--- src/rtl/mips_perf_cnt_pkg.sv ---
// Shared definitions for the MIPS performance counter slave:
// FSM encoding, register offsets, CTRL bit positions and byte-merge helper.
package mips_perf_cnt_pkg;

  typedef enum logic [1:0] {
    ST_IDLE    = 2'd0,
    ST_WR      = 2'd1,
    ST_RD_ACK  = 2'd2,
    ST_RD_DATA = 2'd3
  } state_e;

  localparam logic [7:0] OFS_CTRL = 8'h00;
  localparam logic [7:0] OFS_OVF  = 8'h04;
  localparam logic [7:0] OFS_CNT0 = 8'h10;

  localparam int CTRL_EN_BIT  = 0;
  localparam int CTRL_CLR_BIT = 1;

  function automatic logic [31:0] merge_bytes(input logic [31:0] old_val,
                                              input logic [31:0] new_val,
                                              input logic [3:0]  strb);
    logic [31:0] res;
    res = old_val;
    for (int b = 0; b < 4; b++) begin
      if (strb[b]) res[8*b +: 8] = new_val[8*b +: 8];
    end
    return res;
  endfunction

endpackage

--- src/rtl/mips_perf_cnt_cell.sv ---
// One 32-bit event counter: clear beats load beats increment, 1-cycle update.
// o_wrap flags an increment that rolls 0xFFFF_FFFF over to 0 on this edge.
module mips_perf_cnt_cell
  import mips_perf_cnt_pkg::*;
(
  input  logic        i_clk,
  input  logic        i_rst_n,
  input  logic        i_inc,
  input  logic        i_clr,
  input  logic        i_ld,
  input  logic [3:0]  i_strb,
  input  logic [31:0] i_dat,
  output logic [31:0] o_cnt,
  output logic        o_wrap
);

  logic [31:0] r_cnt;

  always_ff @(posedge i_clk or negedge i_rst_n) begin
    if (!i_rst_n) begin
      r_cnt <= '0;
    end else if (i_clr) begin
      r_cnt <= '0;
    end else if (i_ld) begin
      r_cnt <= merge_bytes(r_cnt, i_dat, i_strb);
    end else if (i_inc) begin
      r_cnt <= r_cnt + 32'd1;
    end
  end

  assign o_cnt  = r_cnt;
  assign o_wrap = i_inc & ~i_ld & ~i_clr & (&r_cnt);

endmodule

--- src/rtl/mips_perf_cnt_slave.sv ---
// Memory-mapped bank of NUM_CNT event counters; write ack 1 cycle, read data 2 cycles after request.
// Read data is held until Read_data_Ack; new requests are only taken in IDLE.
module mips_perf_cnt_slave
  import mips_perf_cnt_pkg::*;
#(
  parameter int   NUM_CNT = 8,
  parameter logic RST_EN  = 1'b1
) (
  input  logic               mips_cpu_clk,
  input  logic               mips_cpu_reset_n,
  input  logic [NUM_CNT-1:0] evt,
  input  logic [31:0]        Address,
  input  logic               MemWrite,
  input  logic               MemRead,
  input  logic [31:0]        Write_data,
  input  logic [3:0]         Write_strb,
  output logic               Mem_Req_Ack,
  output logic [31:0]        Read_data,
  output logic               Read_data_Valid,
  input  logic               Read_data_Ack
);

  state_e              r_state;
  logic                r_ack;
  logic                r_vld;
  logic [31:0]         r_rdat;
  logic [7:0]          r_ofs;
  logic [31:0]         r_wdat;
  logic [3:0]          r_strb;
  logic                r_en;
  logic [NUM_CNT-1:0]  r_ovf;

  logic                w_commit;
  logic                w_ctrl_hit;
  logic                w_ovf_hit;
  logic                w_cnt_hit;
  logic [5:0]          w_idx;
  logic                w_clr_all;
  logic                w_ovf_wr;
  logic [NUM_CNT-1:0]  w_ld;
  logic [NUM_CNT-1:0]  w_inc;
  logic [NUM_CNT-1:0]  w_wrap;
  logic [NUM_CNT-1:0]  w_ovf_nxt;
  logic [31:0]         w_cnt [NUM_CNT];
  logic [31:0]         w_rd;
  logic                w_unused;

  assign w_unused = ^Address[31:8];

  // Decode works on the offset latched at request time, so it is stable for the whole transaction.
  assign w_commit   = (r_state == ST_WR);
  assign w_ctrl_hit = (r_ofs == OFS_CTRL);
  assign w_ovf_hit  = (r_ofs == OFS_OVF);
  assign w_idx      = r_ofs[7:2] - OFS_CNT0[7:2];
  assign w_cnt_hit  = (r_ofs[1:0] == 2'b00) && (r_ofs >= OFS_CNT0) && (w_idx < 6'(NUM_CNT));
  assign w_clr_all  = w_commit & w_ctrl_hit & r_strb[0] & r_wdat[CTRL_CLR_BIT];
  assign w_ovf_wr   = w_commit & w_ovf_hit & r_strb[0];

  always_comb begin
    w_ld  = '0;
    w_inc = '0;
    for (int i = 0; i < NUM_CNT; i++) begin
      w_ld[i]  = w_commit & w_cnt_hit & (w_idx == 6'(i));
      w_inc[i] = r_en & evt[i];
    end
  end

  for (genvar g = 0; g < NUM_CNT; g++) begin : g_cell
    mips_perf_cnt_cell u_cell (
      .i_clk   (mips_cpu_clk),
      .i_rst_n (mips_cpu_reset_n),
      .i_inc   (w_inc[g]),
      .i_clr   (w_clr_all),
      .i_ld    (w_ld[g]),
      .i_strb  (r_strb),
      .i_dat   (r_wdat),
      .o_cnt   (w_cnt[g]),
      .o_wrap  (w_wrap[g])
    );
  end

  // A wrap on the same edge as a W1C keeps the bit set; only byte 0 of OVF is writable.
  always_comb begin
    w_ovf_nxt = r_ovf;
    for (int i = 0; i < NUM_CNT; i++) begin
      if (w_wrap[i]) begin
        w_ovf_nxt[i] = 1'b1;
      end else if (w_ovf_wr && (i < 8) && r_wdat[i]) begin
        w_ovf_nxt[i] = 1'b0;
      end
    end
    if (w_clr_all) w_ovf_nxt = '0;
  end

  always_comb begin
    w_rd = '0;
    if (w_ctrl_hit) begin
      w_rd[CTRL_EN_BIT] = r_en;
    end else if (w_ovf_hit) begin
      w_rd[NUM_CNT-1:0] = r_ovf;
    end else if (w_cnt_hit) begin
      for (int i = 0; i < NUM_CNT; i++) begin
        if (w_idx == 6'(i)) w_rd = w_cnt[i];
      end
    end
  end

  always_ff @(posedge mips_cpu_clk or negedge mips_cpu_reset_n) begin
    if (!mips_cpu_reset_n) begin
      r_en  <= RST_EN;
      r_ovf <= '0;
    end else begin
      if (w_commit && w_ctrl_hit && r_strb[0]) r_en <= r_wdat[CTRL_EN_BIT];
      r_ovf <= w_ovf_nxt;
    end
  end

  always_ff @(posedge mips_cpu_clk or negedge mips_cpu_reset_n) begin
    if (!mips_cpu_reset_n) begin
      r_state <= ST_IDLE;
      r_ack   <= 1'b0;
      r_vld   <= 1'b0;
      r_rdat  <= '0;
      r_ofs   <= '0;
      r_wdat  <= '0;
      r_strb  <= '0;
    end else begin
      case (r_state)
        ST_IDLE: begin
          if (MemWrite) begin
            r_state <= ST_WR;
            r_ack   <= 1'b1;
            r_ofs   <= Address[7:0];
            r_wdat  <= Write_data;
            r_strb  <= Write_strb;
          end else if (MemRead) begin
            r_state <= ST_RD_ACK;
            r_ack   <= 1'b1;
            r_ofs   <= Address[7:0];
          end
        end
        ST_WR: begin
          r_ack   <= 1'b0;
          r_state <= ST_IDLE;
        end
        ST_RD_ACK: begin
          r_ack   <= 1'b0;
          r_rdat  <= w_rd;
          r_vld   <= 1'b1;
          r_state <= ST_RD_DATA;
        end
        ST_RD_DATA: begin
          if (Read_data_Ack) begin
            r_vld   <= 1'b0;
            r_state <= ST_IDLE;
          end
        end
        default: begin
          r_ack   <= 1'b0;
          r_vld   <= 1'b0;
          r_state <= ST_IDLE;
        end
      endcase
    end
  end

  assign Mem_Req_Ack     = r_ack;
  assign Read_data       = r_rdat;
  assign Read_data_Valid = r_vld;

endmodule

--- config.mk ---
export PLATFORM = sky130hd
export DESIGN_NAME = mips_perf_cnt_slave
export DESIGN_NICKNAME = d
export VERILOG_FILES = /design/src/rtl/mips_perf_cnt_pkg.sv /design/src/rtl/mips_perf_cnt_cell.sv /design/src/rtl/mips_perf_cnt_slave.sv
export SDC_FILE = /design/constraint.sdc
export NUM_CORES = 1
export LEC_CHECK = 0
export ABC_AREA = 1
export CORE_MARGIN = 5
export CORE_UTILIZATION = 35
export CTS_CLUSTER_DIAMETER = 60
export DETAILED_ROUTE_END_ITERATION = 7
export PLACE_DENSITY = 0.47
export SETUP_SLACK_MARGIN = 0.4
export SLEW_MARGIN = 20
export SYNTH_ARGS = -nofsm -noshare
export SYNTH_HDL_FRONTEND = slang
export SYNTH_SLANG_ARGS = --single-unit
export TNS_END_PERCENT = 1
--- constraint.sdc ---
create_clock -name mips_cpu_clk -period 3.8 [get_ports mips_cpu_clk]
set_input_delay 0.95 -clock mips_cpu_clk [delete_from_list [all_inputs] [get_ports mips_cpu_clk]]
set_output_delay 0.95 -clock mips_cpu_clk [all_outputs]
set_load 0.03 [all_outputs]
==> out/results.tsv <==
stage	metric	value	unit
synth	Post-synth EDFFs	0	
sta	Setup WS post-layout	0.3567	ns
cts	Post-CTS Hold Buffers	0	
synth	sequential share of the synthesized area	35.13	%
cells_and_area	ant diodes	0	
worst_setup_path	R2R depth	15	
worst_setup_path	Max Fanout on Critical Path	9	
sta	RSZ-0062 raised after global routing	true	
synth	fraction of registers with async set/reset	100.0	%
synth	top-area cell type share of the netlist area	35.03	%
synth	Ys Warns	0	
sta	Setup Skew	0.01677	ns
die	initial core utilization	35.22	%
worst_setup_path	critical path required time	4.35	ns
synth	ys flop type	dfrtp_1	
grt	vias in the first global route	24460	
synth	Post-Syn Area	0.02458	mm2
grt	Global Route met3 Usage	5.085	%
cts	CTS max path bufs	3	
cts	clock buffer count from CTS	51	
synth	Yosys top cell by area	dfrtp_1	
sta	min cycle time layout	3.443	ns
die	core area	0.06979	mm2
min_path	Hold WC Path Type	input pin to asynchronous set/reset pin	
cts	post-CTS setup buffer count	0	
die	Die Wd	275.0	um
drt	Post-DRT Antenna Nets	0	
synth	#FFs+latches synth	345	
cells_and_area	filler cell count in the final layout	7476	
sta	f_max	290.4	MHz
drt	vias per cell	5.684	
cells_and_area	area grow syn2layout	15.99	%
drt	wire length per cell	26.03	um
power_and_ir_drop	Peak VDD IR	0.0006326	V
placed_design	dpl cells	4564	
cts	H-Tree Depth	2	
drt	via count	26480	
drt	DRT Wirelength	121300	um
worst_setup_path	Crit. End Element	flip-flop	
worst_setup_path	crit start category	flip-flop	
cells_and_area	share of cells above drive strength 1	7.206	%
drt	Pre-antenna DRT Iters	6	
placed_design	DP HPWL	89160	um
cts	root buffer cell	clkbuf_16	
synth	Synth Instances	3622	
synth	Post-Syn Area per Cell	6.786	um2
grt	first-pass GRT wire length	173300	um
cts	Clock Latency Late Sink	0.62	ns
placed_design	routability cong.	1.007	
job	max_cap viols	0	
synth	synth top area cells	dfrtp_1 (35%), nand2_1 (16%), o21ai_0 (5.7%)	
synth	Netlist cell types	53	
power_and_ir_drop	PwrDens	564.7	mW/mm2
grt	All-Layer GR Usage	31.25	%
grt	routing usage on met2	45.56	%
cts	cts repair resizes	2	
outcome	status	complete, no violations	
cts	clock slew at reported path FFs	0.05	ns
cells_and_area	Final nets	3775	
cells_and_area	Layout Cells excl Fill	4659	
worst_setup_path	crit path DAT	3.99	ns
grt	pin count of the biggest net entering global routing	73	
sta	Final period util	90.61	%
sta	Max Slew Vio Count	0	
drt	drt drc	0	
die	Die H	275.0	um
cts	clock sinks	345	
cells_and_area	most common cell after layout, fill and taps aside	nand2_1	
grt	initial antenna violation count	6	
sta	TNS Setup	0	ns
grt	GR peak layer	met1	
placed_design	# port buffers	90	
grt	met1 usage	47.68	%
drt	DRT iter0 DRCs	3211	
sta	WHS	0.3045	ns
synth	syn nets	3720	
die	num rows	97	
die	IO Pins	115	
cells_and_area	commonest non-fill, non-tap cells in the layout	nand2_1 (1041), dfrtp_1 (342), inv_1 (306)	
cts	TritonCTS clock tree	yes	
sta	Worst slew margin	19.90	%
sta	Final Hold Fails	0	
worst_setup_path	kind of critical path	flip-flop to flip-flop	
sta	Worst-Margin Slew	1.201	ns
power_and_ir_drop	Leak	12.41	nW
grt	gr ovfl total	0	
sta	final setup fails	0	
die	die area	0.07562	mm2
placed_design	pre-CTS setup slack	0.1979	ns
-- state kept, by name (all words and copies together), names as in the netlist --
name and cells:
g_cell.u_cell.o_cnt 256, Read_data 32, r_wdat 32, r_ofs 8
r_ovf 8, r_strb 4, r_state 2, Mem_Req_Ack 1
Read_data_Valid 1, r_en 1
-- power by group --
group          leakage (nW)  switching (mW)  internal [mW]
sequential             4.46            1.48           4.27
clock                 0.863            1.99           2.99
combinational          7.09            4.00           1.37
-- synthesized netlist by cell type (95+ instances only) --
cell      number
nor2_1       283
nand3_1      140
nor3_1       141
nand2_1     1044
clkbuf_1     109
o21ai_0      278
o211ai_1     167
inv_1        306
o21ai_1      109
a21oi_1      180
xor2_1       122
dfrtp_1      344
nand4_1       95
-- cell families (layout without fill, tap and decap cells) --
kind of cell,count (synthesis),after routing,share of synthesized area (%)
and+or+nand+nor,1773,1773,30.48
AOI/OAI and AO/OA,815,815,19.23
buffers and inverters,499,596,7.947
DFF,345,345,35.13
xor gates and xnor gates,156,156,5.559
adders and majority gates,17,17,0.8654
muxes,17,17,0.7789
-- worst max-delay path, cell delays in order, from the launching register on --
cell and delay [ns]:
dfrtp_1 0.40, inv_1 0.13, ha_1 0.23, inv_1 0.10, nor2_1 0.40, nand2_2 0.36
buf_4 0.26, nor2_1 0.22, a21oi_1 0.15, nand4_1 0.20, o21ai_0 0.30, nand2_1 0.13
nand2_1 0.11, nand2_1 0.21, nand2_1 0.08, nand2_1 0.06
-- metal layers --
layer,vias to the layer above,wire (um)
met3,154,10280
met4,0,3963
met2,1221,50290
met1,12830,56720
met5,-,0
li1,12280,-
-- layout make-up --
type	instances	area, um2	area share (%)
clock buffers	67	1458	5.113
clock inverters	28	297.8	1.045
inverters	329	1235	4.332
multi-input cells	2778	14070	49.36
flip-flops and latches	345	8637	30.30
well taps	940	1176	4.126
repair buffers	172	1633	5.728
-- per-stage QoR --
step / util [%] / cell area [um2] / power (mW)
floorplan: - / 24580 / 7.608
global placement: 38.26 / 26700 / 10.89
detailed placement: 38.26 / 26700 / 10.93
CTS: 40.78 / 28460 / 15.98
global route: 40.85 / 28510 / 16.62
finish: 40.85 / 28510 / 16.10
-- worst paths after layout --
| path | start | slack, ns | endpoint |
|---|---|---|---|
| min in group mips_cpu_clk | Read_data[28] | 0.48 | Read_data[28] |
| min | mips_cpu_reset_n | 0.30 | g_cell[3].u_cell.o_cnt[24] |
| max | r_ofs[5] | 0.36 | Read_data[29] |
| min reg2reg | Read_data[28] | 0.48 | Read_data[28] |
| max reg2reg | r_ofs[5] | 0.36 | Read_data[29] |
| max in group asynchronous | mips_cpu_reset_n | 2.50 | Read_data[7] |
Note: power is estimated with default switching activity, not from simulation.
